--- config.mk ---
export PLATFORM = sky130hd
export DESIGN_NAME = memory_arbiter_flat
export DESIGN_NICKNAME = d
export VERILOG_FILES = /design/src/rtl/memory_arbiter_pkg.sv /design/src/rtl/memory_arbiter_if.sv /design/src/rtl/memory_arbiter_rr_arbiter2.sv /design/src/rtl/memory_arbiter.sv /design/src/flat_wrapper.sv
export SDC_FILE = /design/constraint.sdc
export NUM_CORES = 1
export LEC_CHECK = 0
export ABC_AREA = 0
export CAP_MARGIN = 20
export CORE_MARGIN = 2
export CORE_UTILIZATION = 33
export CTS_BUF_LIST = sky130_fd_sc_hd__clkbuf_8
export CTS_CLUSTER_DIAMETER = 120
export DETAILED_ROUTE_END_ITERATION = 12
export GPL_TIMING_DRIVEN = 0
export MAX_ROUTING_LAYER = met4
export PLACE_DENSITY_LB_ADDON = 0.05
export SLEW_MARGIN = 15
export SYNTH_ARGS = -nofsm -noshare
export SYNTH_HDL_FRONTEND = slang
export SYNTH_SLANG_ARGS = --single-unit
--- constraint.sdc ---
create_clock -name clock -period 1.5 [get_ports clock]
set_clock_uncertainty 0.1 [all_clocks]
set_input_delay 0.15 -clock clock [delete_from_list [all_inputs] [get_ports clock]]
set_output_delay 0.15 -clock clock [all_outputs]
set_load 0.01 [all_outputs]
--- src/rtl/memory_arbiter_pkg.sv ---
// memory_arbiter_pkg: shared widths, request types and state encodings for the memory arbiter
package memory_arbiter_pkg;
    localparam int XLEN = 32;
    typedef enum logic [1:0] {WIDTH_BYTE, WIDTH_HALF, WIDTH_WORD} write_width_t;
    typedef struct packed {
        logic [XLEN-1:0] addr;
        logic [XLEN-1:0] value;
        write_width_t    width;
        logic            enable;
    } mem_write_control_t;
    typedef enum logic [1:0] {IDLE, READ_WAIT, MMIO_WAIT} arbiter_state_t;
    typedef enum logic {PORT_DATA, PORT_FETCH} rr_port_t;
endpackage

--- src/rtl/memory_arbiter_if.sv ---
// memory_arbiter_if: fetch port, data port and shared memory bus of the memory arbiter
interface memory_arbiter_if;
    import memory_arbiter_pkg::*;
    logic               if_req_valid;
    logic [XLEN-1:0]    if_req_addr;
    logic               if_req_ready;
    logic               if_resp_valid;
    logic [XLEN-1:0]    if_resp_data;
    logic               d_req_valid;
    mem_write_control_t d_req;
    logic               d_req_ready;
    logic               d_resp_valid;
    logic [XLEN-1:0]    d_resp_data;
    logic               d_resp_error;
    logic [XLEN-1:0]    mem_addr;
    logic               mem_w_enable;
    logic [XLEN-1:0]    mem_w_data;
    write_width_t       mem_w_width;
    logic [XLEN-1:0]    mem_r_data;
    logic               mmio_write_complete;
    modport slave (
        input  if_req_valid, if_req_addr, d_req_valid, d_req, mem_r_data, mmio_write_complete,
        output if_req_ready, if_resp_valid, if_resp_data, d_req_ready, d_resp_valid,
               d_resp_data, d_resp_error, mem_addr, mem_w_enable, mem_w_data, mem_w_width
    );
    modport master (
        output if_req_valid, if_req_addr, d_req_valid, d_req, mem_r_data, mmio_write_complete,
        input  if_req_ready, if_resp_valid, if_resp_data, d_req_ready, d_resp_valid,
               d_resp_data, d_resp_error, mem_addr, mem_w_enable, mem_w_data, mem_w_width
    );
endinterface

--- src/rtl/memory_arbiter_rr_arbiter2.sv ---
// rr_arbiter2: two-way one-hot grant; the favoured port wins a tie, a lone requester always wins
module rr_arbiter2
    import memory_arbiter_pkg::*;
(
    input  logic [1:0] req,
    input  rr_port_t   prio,
    output logic [1:0] gnt
);
    // bit 0 is the data port, bit 1 the fetch port
    always_comb begin
        gnt[0] = req[0] && (prio == PORT_DATA || !req[1]);
        gnt[1] = req[1] && (prio == PORT_FETCH || !req[0]);
    end
endmodule

--- src/rtl/memory_arbiter.sv ---
// memory_arbiter: round-robin sharing of one memory bus between a fetch port and a data port
module memory_arbiter
    import memory_arbiter_pkg::*;
#(
    parameter logic [XLEN-1:0] ram_start_addr = 32'h00020000,
    parameter int              mmio_timeout   = 255
) (
    input logic             clock,
    input logic             reset_n,
    memory_arbiter_if.slave bus
);
    arbiter_state_t     state_q, state_d;
    rr_port_t           last_q, last_d;
    rr_port_t           port_q, port_d;
    logic [7:0]         wait_q, wait_d;
    mem_write_control_t req_q, req_d;
    mem_write_control_t fetch_ctl, win;
    logic [1:0]         gnt;
    logic               idle, accept, timeout, resp;

    assign idle      = state_q == IDLE && reset_n;
    assign accept    = |gnt;
    assign timeout   = state_q == MMIO_WAIT && wait_q == 8'(mmio_timeout);
    assign resp      = state_q == READ_WAIT;
    assign fetch_ctl = '{addr: bus.if_req_addr, value: '0, width: WIDTH_WORD, enable: 1'b0};
    assign win       = gnt[0] ? bus.d_req : fetch_ctl;

    rr_arbiter2 u_rr (
        .req  ({bus.if_req_valid, bus.d_req_valid} & {2{idle}}),
        .prio (last_q == PORT_DATA ? PORT_FETCH : PORT_DATA),
        .gnt  (gnt)
    );

    // state, last-served port, responding port, wait counter and the captured request
    always_ff @(posedge clock or negedge reset_n) begin
        if (!reset_n) begin
            state_q <= IDLE;
            last_q  <= PORT_FETCH;
            port_q  <= PORT_DATA;
            wait_q  <= '0;
            req_q   <= '0;
        end else begin
            state_q <= state_d;
            last_q  <= last_d;
            port_q  <= port_d;
            wait_q  <= wait_d;
            req_q   <= req_d;
        end
    end

    // capture the winner on accept; writes below RAM wait for the device or the timeout
    always_comb begin
        state_d = state_q;
        last_d  = last_q;
        port_d  = port_q;
        wait_d  = wait_q;
        req_d   = req_q;
        if (accept) begin
            last_d  = gnt[0] ? PORT_DATA : PORT_FETCH;
            port_d  = gnt[0] ? PORT_DATA : PORT_FETCH;
            req_d   = win;
            wait_d  = '0;
            state_d = win.enable && win.addr < ram_start_addr ? MMIO_WAIT : READ_WAIT;
        end else if (state_q == READ_WAIT) begin
            state_d = IDLE;
        end else if (state_q == MMIO_WAIT) begin
            wait_d  = wait_q + 8'd1;
            state_d = timeout ? IDLE : bus.mmio_write_complete ? READ_WAIT : MMIO_WAIT;
        end
    end

    // handshakes, response pulses and the shared bus (winner directly on accept, held copy after)
    always_comb begin
        bus.if_req_ready  = gnt[1];
        bus.d_req_ready   = gnt[0];
        bus.if_resp_valid = resp && port_q == PORT_FETCH;
        bus.if_resp_data  = resp && port_q == PORT_FETCH ? bus.mem_r_data : '0;
        bus.d_resp_valid  = (resp && port_q == PORT_DATA) || timeout;
        bus.d_resp_data   = resp && port_q == PORT_DATA && !req_q.enable ? bus.mem_r_data : '0;
        bus.d_resp_error  = timeout;
        bus.mem_addr      = accept ? win.addr : req_q.addr;
        bus.mem_w_data    = accept ? win.value : req_q.value;
        bus.mem_w_width   = accept ? win.width : req_q.width;
        bus.mem_w_enable  = accept ? win.enable : state_q == MMIO_WAIT && !timeout;
    end
endmodule

--- src/flat_wrapper.sv ---
// flat-port wrapper written by rule: the top's interface ports become plain ports
module memory_arbiter_flat import memory_arbiter_pkg::*;
#(
    parameter logic [XLEN-1:0] ram_start_addr = 32'h00020000,
    parameter int              mmio_timeout   = 255
)
  (clock, reset_n, bus_if_req_valid, bus_if_req_addr, bus_d_req_valid, bus_d_req, bus_mem_r_data, bus_mmio_write_complete, bus_if_req_ready, bus_if_resp_valid, bus_if_resp_data, bus_d_req_ready, bus_d_resp_valid, bus_d_resp_data, bus_d_resp_error, bus_mem_addr, bus_mem_w_enable, bus_mem_w_data, bus_mem_w_width);
  memory_arbiter_if bus_i ();
  input logic clock;
  input logic reset_n;
  input wire logic [$bits(bus_i.if_req_valid)-1:0] bus_if_req_valid;
  input wire logic [$bits(bus_i.if_req_addr)-1:0] bus_if_req_addr;
  input wire logic [$bits(bus_i.d_req_valid)-1:0] bus_d_req_valid;
  input wire logic [$bits(bus_i.d_req)-1:0] bus_d_req;
  input wire logic [$bits(bus_i.mem_r_data)-1:0] bus_mem_r_data;
  input wire logic [$bits(bus_i.mmio_write_complete)-1:0] bus_mmio_write_complete;
  output wire logic [$bits(bus_i.if_req_ready)-1:0] bus_if_req_ready;
  output wire logic [$bits(bus_i.if_resp_valid)-1:0] bus_if_resp_valid;
  output wire logic [$bits(bus_i.if_resp_data)-1:0] bus_if_resp_data;
  output wire logic [$bits(bus_i.d_req_ready)-1:0] bus_d_req_ready;
  output wire logic [$bits(bus_i.d_resp_valid)-1:0] bus_d_resp_valid;
  output wire logic [$bits(bus_i.d_resp_data)-1:0] bus_d_resp_data;
  output wire logic [$bits(bus_i.d_resp_error)-1:0] bus_d_resp_error;
  output wire logic [$bits(bus_i.mem_addr)-1:0] bus_mem_addr;
  output wire logic [$bits(bus_i.mem_w_enable)-1:0] bus_mem_w_enable;
  output wire logic [$bits(bus_i.mem_w_data)-1:0] bus_mem_w_data;
  output wire logic [$bits(bus_i.mem_w_width)-1:0] bus_mem_w_width;
  assign bus_i.if_req_valid = bus_if_req_valid;
  assign bus_i.if_req_addr = bus_if_req_addr;
  assign bus_i.d_req_valid = bus_d_req_valid;
  assign bus_i.d_req = bus_d_req;
  assign bus_i.mem_r_data = bus_mem_r_data;
  assign bus_i.mmio_write_complete = bus_mmio_write_complete;
  assign bus_if_req_ready = bus_i.if_req_ready;
  assign bus_if_resp_valid = bus_i.if_resp_valid;
  assign bus_if_resp_data = bus_i.if_resp_data;
  assign bus_d_req_ready = bus_i.d_req_ready;
  assign bus_d_resp_valid = bus_i.d_resp_valid;
  assign bus_d_resp_data = bus_i.d_resp_data;
  assign bus_d_resp_error = bus_i.d_resp_error;
  assign bus_mem_addr = bus_i.mem_addr;
  assign bus_mem_w_enable = bus_i.mem_w_enable;
  assign bus_mem_w_data = bus_i.mem_w_data;
  assign bus_mem_w_width = bus_i.mem_w_width;
  memory_arbiter #(.ram_start_addr(ram_start_addr), .mmio_timeout(mmio_timeout)) u_core (.clock(clock), .reset_n(reset_n), .bus(bus_i));
endmodule
==> Flow_metrics.wiki, run 1 <==
{| class="wikitable"
! Metric !! Value
|-
| Met3 wire length || 918 um
|-
| CTS tree || built
|-
| Starting density of the core || 33.7%
|-
| Pin count of the biggest net entering global routing || 48
|-
| Count of mapped cells out of synthesis || around 400
|-
| Root buffer cell || clkbuf_8
|-
| Drc violations || 0
|-
| Deepest clock path buffer count || 2
|-
| Vias after detailed routing || ~4,700
|-
| Rows || 39
|-
| Worst rel slew slack || between 60% and 70%
|-
| Failing checks || negative hold slack, negative setup slack
|-
| Fill cell count || approximately 740
|-
| Crit path DAT || around 2000 ps
|-
| Area of the multi-input gates || ~2600 sq um
|-
| Share of post-route cells with drive strength above 1 || between 50% and 60%
|-
| Largest fanout of any net on the critical path || 7
|-
| H-tree levels || 3
|-
| Residual overflow from global routing || 0
|-
| Min-Delay Path Class || input port to asynchronous set/reset pin
|-
| Total of endpoints with negative setup slack in the final report || 214
|-
| Latest clock arrival within the worst-skew pair || around 360 ps
|-
| Register area share after synthesis || between 50 and 60%
|-
| Start-to-end type of the worst setup path || flip-flop to output pin
|-
| Width of the die || around 110 um
|-
| Violation count after the first detailed-routing iteration || approximately 210
|-
| Setup repair after global routing missed its margin || yes
|-
| Overall die height || ~110 um
|-
| Via count of the first global-routing pass || 4,779
|-
| First drt pass iteration count || 4
|-
| Synth warnings || 0
|-
| Cell area after placement || roughly 7300 sq um
|-
| Number of nets with antenna violations after detailed routing || 0
|-
| Required time of the critical path || 1250 ps
|-
| Worst slew pin tran || about 490 ps
|-
| Synth Net Count || roughly 550
|-
| Synth Cell Area || ~3800 sq um
|-
| Met1 Routed Length || between 7000 and 8000 um
|-
| P per Cell Area || around 1700 nW/um^2
|-
| Port Buffers || between 200 and 300
|-
| Length of routed met2 wiring || approximately 9800 um
|-
| Total CTS buffers || 9
|-
| Sinks on Clock Net || 79
|-
| Critical path capture point type || output pin
|-
| Worst hold slack || -433 ps
|-
| Peak supply drop || 1.03 mV
|-
| Sequential cell area || a little under 2000 sq um
|-
| Detailed placement HPWL || between 10,000 and 15,000 um
|-
| Nature of the critical path startpoint || flip-flop
|-
| First-pass GRT wire length || roughly 26,000 um
|-
| Core outline area || roughly 11,000 sq um
|-
| Net count, final || between 900 and 1,000
|-
| Die area || approximately 13,000 sq um
|-
| I/O pins || 272
|-
| Average instance area after synthesis || roughly 9.5 sq um
|-
| Final Wtd Congestion || approximately 0.90
|-
| Average routed wire per standard cell || between 15 and 20 um
|-
| Number of hold-slack violations in the final timing report || 36
|-
| Post-detailed-routing wire length || 18,100 um
|-
| Count of cell types in the netlist || 36
|-
| Max-slew violation count || 0
|-
| Growth of design area from synthesis to finish || 134%
|-
| Static Leakage || between 4 and 5 nW
|-
| Worst Slack Setup Final || -752 ps
|-
| Total GRT Usage || between 20% and 30%
|-
| Total of max-cap violations || 0
|-
| Post-route cell area || 8980 sq um
|-
| Post-placement worst setup slack || -1350 ps
|-
| Register bit total from synthesis || just under 80
|-
| Status || finished, violations left
|-
| Maximum frequency from static timing analysis || around 440 MHz
|-
| Share of the cycle needed by the critical path after routing || 150%
|-
| Worst-path clk slew || 90 ps
|-
| Initial antenna violation count || 1
|-
| Minimum clock period after layout || approximately 2300 ps
|-
| Max layer used || met4
|-
| Detailed-route vias per instance || around 5
|}
==> cell usage in the layout, fill, tap and decap left out, drive strengths merged, types with 2 or more instances in the layout <==
cell and count:
and2 33, inv 5, clkdlybuf4s50 134, nand4 9, ha 4, xor2 6
nand3 2, a31oi 32, o21ai 3, dfrtp 78, nor3 2, and3 33
nor4 3, nand2b 2, nand2 73, nor2 42, clkinv 3, buf 258
clkbuf 30, a22o 33
==> Yosys cell counts <==
| cell type | instances | area share, % |
|---|---|---|
| dfrtp_1 | 78 | 51 |
| nand2_1 | 73 | 7.1 |
| nor2_1 | 42 | 4.1 |
| a22o_1 | 33 | 7.5 |
| and2_1 | 33 | 5.4 |
| and3_1 | 33 | 5.4 |
| a31oi_1 | 32 | 5.2 |
| clkbuf_1 | 14 | 1.4 |
| buf_2 | 11 | 1.4 |
| nand4_1 | 8 | 1.3 |
| xor2_1 | 6 | 1.4 |
| buf_6 | 4 | 1.2 |
| ha_1 | 4 | 1.3 |
| inv_1 | 4 | 0.39 |
| buf_1 | 3 | 0.29 |
| nor4_1 | 3 | 0.49 |
| o21ai_0 | 3 | 0.39 |
| nand2b_1 | 2 | 0.33 |
| nand3_1 | 2 | 0.26 |
| nor3_1 | 2 | 0.26 |
| and4_1 | 1 | 0.23 |
| and4b_1 | 1 | 0.26 |
| dfstp_2 | 1 | 0.68 |
| inv_2 | 1 | 0.098 |
| mux2i_1 | 1 | 0.26 |
| nand4_4 | 1 | 0.55 |
| nor2b_1 | 1 | 0.16 |
| o211a_1 | 1 | 0.26 |
| o211ai_1 | 1 | 0.20 |
| o22a_1 | 1 | 0.23 |
| o22ai_1 | 1 | 0.16 |
| o31a_1 | 1 | 0.23 |
| o32a_1 | 1 | 0.26 |
| o32ai_1 | 1 | 0.23 |
| or3_1 | 1 | 0.16 |
| xnor2_1 | 1 | 0.23 |
==> where the power goes <==
group | internal, mW | switching (mW)
logic | 5.70 | 4.46
clock network | 0.689 | 0.820
registers | 3.12 | 0.400
total | 9.50 | 5.68
==> flip-flops by register name, summed over array words and instances (netlist names) <==
name,flops
u_core.req_q,67
u_core.port_q,1
u_core.wait_q,8
u_core.state_q,2
u_core.last_q,1
==> stage by stage <==
stage / hold slack, ps / total power, mW / utilization [%] / setup TNS (ps) / instances
CTS: -351 / 13.7 / 72.4 / -102060 / 915
global placement: 357 / 10.9 / 63.4 / -833530 / 820
global route: -418 / 15.9 / 78.6 / -114620 / 945
finish: -433 / 15.2 / 78.6 / -100930 / 945
detailed placement: 54.3 / 11.1 / 63.6 / -172960 / 821
floorplan: -246 / 7.28 / - / -8730 / 406
==> worst paths after layout <==
path	from	end	slack (ps)	cells past startpoint
min in group clock	bus_if_req_addr[27]	u_core.req_q[62]	290	3
max in group asynchronous	reset_n	u_core.port_q	1130	3
setup reg to reg	u_core.state_q[0]	u_core.wait_q[5]	-570	10
setup / recovery	u_core.last_q	bus_mem_addr[8]	-750	8
hold reg to reg	u_core.req_q[2]	u_core.req_q[2]	390	1
hold / removal	reset_n	u_core.req_q[58]	-430	1
==> per-layer routing <==
layer,vias to the layer above,track usage [%]
met3,27,4.68
met1,2307,31.2
met4,0,8.78
li1,2212,-
met2,188,47.8
met5,-,-
==> critical path, cell delays in order (launching register included) <==
cell and delay [ps]:
dfstp_2 550, nand2b_4 130, nand4_4 120, clkinv_4 120, buf_12 150, buf_8 140, nand2_2 70, a31oi_4 220
buf_6 140
==> what timing repair did <==
item | in CTS | in global routing
endpoints found under the hold margin | 36 | 58
resized for setup | 738 | 104
setup buffers | 71 | 32
pin swaps | 34 | 41
cloned | 9 | 7
endpoints found under the setup margin | 215 | 215
==> cell type report <==
cell class / instances / area share, %
buffer: 27 / 3.96
timing repair buffer: 385 / 41.1
clock inverter: 4 / 0.334
clock buffer: 11 / 1.69
tap: 143 / 1.99
antenna: 1 / 0.0279
inverter: 5 / 0.265
sequential: 79 / 22.0
multi-input combinational: 290 / 28.6
==> cell families after synthesis <==
family	Yosys count	synth area share (%)
simple gates	203	26.0
flops	79	51.4
compound gates	75	14.7
buf+inv	37	4.75
xor+xnor	7	1.59
fa+ha+maj	4	1.30
mux	1	0.260
(Power assumes the default switching activity.)
==> run 2, diff against run 1 <==
==> constraint.sdc (replaced) <==
create_clock -name clock -period 1.5 [get_ports clock]
set_clock_uncertainty 0.1 [all_clocks]
set_input_delay 0.15 -clock clock [delete_from_list [all_inputs] [get_ports clock]]
set_output_delay 0.15 -clock clock [all_outputs]
set_load 0.005 [all_outputs]
==> Flow_metrics.wiki, run 2 (synthesis gave the netlist of run 1 again) <==
{| class="wikitable"
! Metric !! Value
|-
| Minimum clock period after layout || around 2300 ps
|-
| Failing checks || negative hold slack, negative setup slack
|-
| CTS tree || built
|-
| Latest clock arrival within the worst-skew pair || 360 ps
|-
| Worst Slack Setup Final || -766 ps
|-
| Status || finished, violations left
|-
| Largest registers || u_core.req_q (67), u_core.wait_q (8), u_core.state_q (2)
|-
| Via count of the first global-routing pass || roughly 5,000
|-
| Setup TNS || -105,600 ps
|-
| Number of hold-slack violations in the final timing report || 56
|-
| Sinks on Clock Net || 79
|-
| Share of post-route cells with drive strength above 1 || 54.4%
|-
| Pin count of the biggest net entering global routing || 62
|-
| Initial antenna violation count || 0
|-
| Critical path capture point type || output pin
|-
| Post-layout total power || 14.8 mW
|-
| I/O pins || approximately 270
|-
| Worst rel slew slack || a little over two thirds
|-
| Top library cells by usage in the layout, fill and taps aside || clkdlybuf4s50_1 (134), buf_6 (99), buf_2 (86)
|-
| Final antenna diode count || 0
|-
| Rows || 39
|-
| Residual overflow from global routing || 0
|-
| Core outline area || ~11,000 sq um
|-
| Share of the cycle needed by the critical path after routing || 151%
|-
| First-pass GRT wire length || about 26,000 um
|-
| Growth of design area from synthesis to finish || 137%
|-
| Deepest clock path buffer count || 2
|-
| Detailed placement HPWL || between 10,000 and 15,000 um
|-
| Root buffer cell || clkbuf_8
|-
| P per Cell Area || ~1600 nW/um^2
|-
| Setup repair after global routing missed its margin || yes
|-
| First drt pass iteration count || 4
|-
| Number of flip-flops in the largest register || 67
|-
| Largest fanout of any net on the critical path || 8
|-
| Post-detailed-routing wire length || 18,700 um
|-
| H-tree levels || 3
|-
| Net count, final || between 900 and 1,000
|-
| Vias after detailed routing || 4,811
|-
| Die area || between 10,000 and 15,000 sq um
|-
| Total GRT Usage || ~27%
|-
| Worst-path clk slew || approximately 80 ps
|-
| Starting density of the core || between 30% and 40%
|-
| Peak supply drop || roughly 1.1 mV
|-
| Overall die height || approximately 110 um
|-
| Average routed wire per standard cell || between 15 and 20 um
|-
| Violation count after the first detailed-routing iteration || a little under 200
|-
| Crit path DAT || between 2000 and 2500 ps
|-
| Most flop-heavy register || u_core.req_q
|-
| Detailed-route vias per instance || 5.08
|-
| Max-slew violation count || 0
|-
| Nature of the critical path startpoint || flip-flop
|-
| Number of nets with antenna violations after detailed routing || 0
|-
| Final Wtd Congestion || roughly 1.0
|-
| Min-Delay Path Class || input port to asynchronous set/reset pin
|-
| Maximum frequency from static timing analysis || approximately 440 MHz
|-
| Cell depth of the worst flop-to-flop path || 10
|-
| Most frequent standard cell in the layout excluding fill and tap cells || clkdlybuf4s50_1
|-
| Total of max-cap violations || 0
|-
| Total CTS buffers || 9
|-
| Required time of the critical path || 1250 ps
|-
| Start-to-end type of the worst setup path || flip-flop to output pin
|-
| Port Buffers || roughly 270
|-
| Core occupancy in the finished layout || 79.9%
|-
| Worst slew pin tran || 442 ps
|-
| Static Leakage || 4.33 nW
|-
| Drc violations || 0
|-
| Total of endpoints with negative setup slack in the final report || between 200 and 250
|-
| Worst hold slack || -83.5 ps
|-
| Width of the die || 112 um
|}
run 2: final cells by class:
type / instances / area, sq um
fill: 723 / 2300
clock buffer: 10 / 138
sequential: 79 / 1980
clock inverter: 6 / 92.6
tap: 143 / 179
buffer: 29 / 398
timing repair buffer: 385 / 3670
inverter: 5 / 23.8
multi-input combinational: 290 / 2640
run 2: per-layer routing:
layer  track usage [%]  wire length (um)  vias to the layer above
met4              13.8               748                        0
met2              49.0             10100                      211
met5                 -                 0                        -
li1                  -                 -                     2224
met3              5.44              1110                       52
met1              28.8              6790                     2324
run 2: worst max-delay path, cell delays in order (launching register included):
cell      delay [ps]
dfrtp_1          400
inv_2             70
ha_4             180
nand4_4          130
clkinv_4          80
buf_12           160
buf_12           140
buf_8            120
a22o_1           230
buf_2            140
run 2: per-stage QoR:
step	instances	setup WS, ps	area [sq um]
detailed placement	821	-1230	7020
floorplan	406	-85.4	4100
CTS	921	-756	8270
global placement	820	-4230	6990
finish	947	-766	9120
global route	947	-849	9120
run 2: worst paths after layout:
check                                          from            endpoint  slack (ps)
worst min register to register     u_core.req_q[29]    u_core.req_q[29]         400
worst max register to register    u_core.state_q[1]   u_core.state_q[1]        -570
worst max-delay path              u_core.state_q[0]  bus_mem_w_data[30]        -770
max in group asynchronous                   reset_n    u_core.req_q[59]         600
worst min-delay path                        reset_n    u_core.req_q[45]         -80
min in group clock              bus_if_req_addr[27]    u_core.req_q[62]         280
run 2: repair_timing:
action / 4_1_cts / 5_1_grt
gates cloned: 10 / 5
gates resized for setup: 750 / 137
pin swaps: 79 / 51
hold endpoints to repair: 78 / 38
endpoints found under the setup margin: 215 / 215
setup buffers: 75 / 28
run 2: where the power goes:
part           internal [mW]  switching (mW)  total [mW]
clock                  0.991           0.855        1.85
sequential              3.12           0.416        3.54
combinational           5.48            3.97        9.45
==> run 3, diff against run 2 <==
--- a/config.mk
+++ b/config.mk
@@ -14,7 +14,7 @@
 export DETAILED_ROUTE_END_ITERATION = 12
 export GPL_TIMING_DRIVEN = 0
 export MAX_ROUTING_LAYER = met4
-export PLACE_DENSITY_LB_ADDON = 0.05
+export PLACE_DENSITY = 0.8
 export SLEW_MARGIN = 15
 export SYNTH_ARGS = -nofsm -noshare
 export SYNTH_HDL_FRONTEND = slang
==> Flow_metrics.wiki, run 3 (synthesis gave the netlist of run 1 again) <==
{| class="wikitable"
! Metric !! Value
|-
| Register-to-register path setup slack || -540 ps
|-
| H-tree levels || 3
|-
| Initial antenna violation count || 1
|-
| Minimum clock period after layout || roughly 2300 ps
|-
| Drc violations || 0
|-
| Worst hold slack || -369 ps
|-
| Required time of the critical path || approximately 1300 ps
|-
| Share of post-route cells with drive strength above 1 || between 50% and 60%
|-
| Critical path capture point type || output pin
|-
| I/O pins || about 270
|-
| Total of max-cap violations || 0
|-
| Worst slew pin tran || ~530 ps
|-
| Sinks on Clock Net || just under 80
|-
| Vias after detailed routing || 5,104
|-
| Growth of design area from synthesis to finish || 145%
|-
| Maximum frequency from static timing analysis || 427 MHz
|-
| Deepest clock path buffer count || 2
|-
| Rows || 39
|-
| Core outline area || about 11,000 sq um
|-
| Post-detailed-routing wire length || 20,700 um
|-
| Max-slew violation count || 0
|-
| Latest clock arrival within the worst-skew pair || 360 ps
|-
| Die area || ~13,000 sq um
|-
| Failing checks || negative hold slack, negative setup slack
|-
| Post-route cell area || 9400 sq um
|-
| Overall die height || approximately 110 um
|-
| P per Cell Area || about 1600 nW/um^2
|-
| Average routed wire per standard cell || roughly 21 um
|-
| Net count, final || around 960
|-
| Largest registers || u_core.req_q (67), u_core.wait_q (8), u_core.state_q (2)
|-
| Starting density of the core || between 30% and 40%
|-
| Detailed placement HPWL || approximately 12,000 um
|-
| Violation count after the first detailed-routing iteration || 239
|-
| Most flop-heavy register || u_core.req_q
|-
| Most frequent standard cell in the layout excluding fill and tap cells || clkdlybuf4s50_1
|-
| Largest fanout of any net on the critical path || 5
|-
| Residual overflow from global routing || 0
|-
| Fill cell count || ~620
|-
| Cell area after placement || roughly 7000 sq um
|-
| CTS tree || built
|-
| Top library cells by usage in the layout, fill and taps aside || clkdlybuf4s50_1 (134), buf_6 (133), dfrtp_1 (78)
|-
| Crit path DAT || approximately 2100 ps
|-
| Detailed-route vias per instance || 5.25
|-
| Share of the cycle needed by the critical path after routing || 156%
|-
| Start-to-end type of the worst setup path || flip-flop to output pin
|-
| Cell depth of the worst flop-to-flop path || 10
|-
| Min-Delay Path Class || input port to asynchronous set/reset pin
|-
| First drt pass iteration count || 4
|-
| Port Buffers || 271
|-
| End of the worst register-to-register path || u_core.wait_q[5]
|-
| Worst-path clk slew || 90 ps
|-
| Setup repair after global routing missed its margin || yes
|-
| Peak supply drop || a little under 1 mV
|-
| Root buffer cell || clkbuf_8
|-
| Total GRT Usage || between 20% and 30%
|-
| Number of nets with antenna violations after detailed routing || 0
|-
| Via count of the first global-routing pass || about 5,000
|-
| Total of endpoints with negative setup slack in the final report || ~220
|-
| Total CTS buffers || 9
|-
| Number of hold-slack violations in the final timing report || 52
|-
| First-pass GRT wire length || about 27,000 um
|-
| Nature of the critical path startpoint || flip-flop
|-
| Post-placement worst setup slack || -1360 ps
|-
| Width of the die || 112 um
|-
| R2r startpoint || u_core.state_q[1]
|-
| Final Wtd Congestion || about 0.97
|-
| Pin count of the biggest net entering global routing || 53
|-
| Status || finished, violations left
|-
| Static Leakage || about 4.4 nW
|-
| Worst Slack Setup Final || -844 ps
|-
| Worst rel slew slack || between 60% and 70%
|-
| Number of flip-flops in the largest register || between 60 and 70
|}
==> run 3: changes by cell type in the layout (fill, tap and decap cells not counted), sizes merged <==
cell	before	now
clkbuf	39	23
buf	250	291
diode	0	1
bufinv	2	0
clkinv	2	5
clkinvlp	2	1
dlygate4sd3	1	0
==> run 3: what timing repair did <==
item / in CTS / in global routing
setup endpoints to repair: 215 / 215
cloned: 7 / 7
buffers inserted: 94 / 51
resized for setup: 679 / 276
pin swaps: 71 / 69
endpoints found under the hold margin: 51 / 51
==> run 3: metrics by stage <==
stage / power (mW) / instances / hold WS, ps / TNS [ps] / utilization, %
floorplan: 6.33 / 406 / -246 / -4110 / -
global placement: 9.93 / 820 / 358 / -791180 / 61.3
detailed placement: 10.1 / 821 / 128 / -176590 / 61.4
CTS: 12.7 / 936 / -368 / -105010 / 70.5
global route: 16.1 / 972 / -345 / -122640 / 82.3
finish: 15.4 / 972 / -369 / -109510 / 82.3
==> run 3: report_power, final <==
part	switching (mW)	internal [mW]	leakage, nW
Sequential	0.442	3.12	0.967
Combinational	4.31	6.05	3.32
Clock	0.817	0.637	0.0918
Total	5.57	9.81	4.38
==> run 3: worst max path at each step <==
stage,start,end,slack (ps),depth (start not counted)
after CTS,u_core.last_q,bus_mem_addr[14],-850,9
after global placement,reset_n,bus_mem_addr[6],-4110,8
after floorplan,u_core.last_q,bus_mem_addr[0],-90,7
final,u_core.last_q,bus_mem_addr[20],-840,9
after global routing,u_core.last_q,bus_mem_addr[20],-920,9
after detailed placement,reset_n,bus_mem_addr[1],-1360,9
==> run 3: area by class of cell <==
type                            instances  area [sq um]  area share [%]
Timing Repair Buffer                  411          3940            41.9
Multi-Input combinational cell        290          2750            29.2
Antenna cell                            1          2.50          0.0266
Buffer                                 27           360            3.83
Inverter                                5          21.3           0.226
Sequential cell                        79          1980            21.0
Tap cell                              143           179            1.90
Clock inverter                          6          36.3           0.386
Clock buffer                           10           138            1.46
==> run 3: worst max-delay path, cell delays in order (launching register included) <==
cell and delay, ps:
dfstp_2 550, nand2b_4 130, nand4_4 140, inv_4 120, buf_8 130, buf_12 120, clkbuf_16 150, nand2_4 50
a31oi_4 190, buf_2 160
==> run 3: layer usage <==
| metal | up-vias | track usage [%] | part of all wire (%) |
|---|---|---|---|
| met1 | 2510 | 28.1 | 34 |
| met4 | 0 | 13.5 | 4.7 |
| met2 | 253 | 51.9 | 55 |
| met3 | 76 | 4.52 | 5.5 |
| li1 | 2265 | - | - |
| met5 | - | - | 0 |
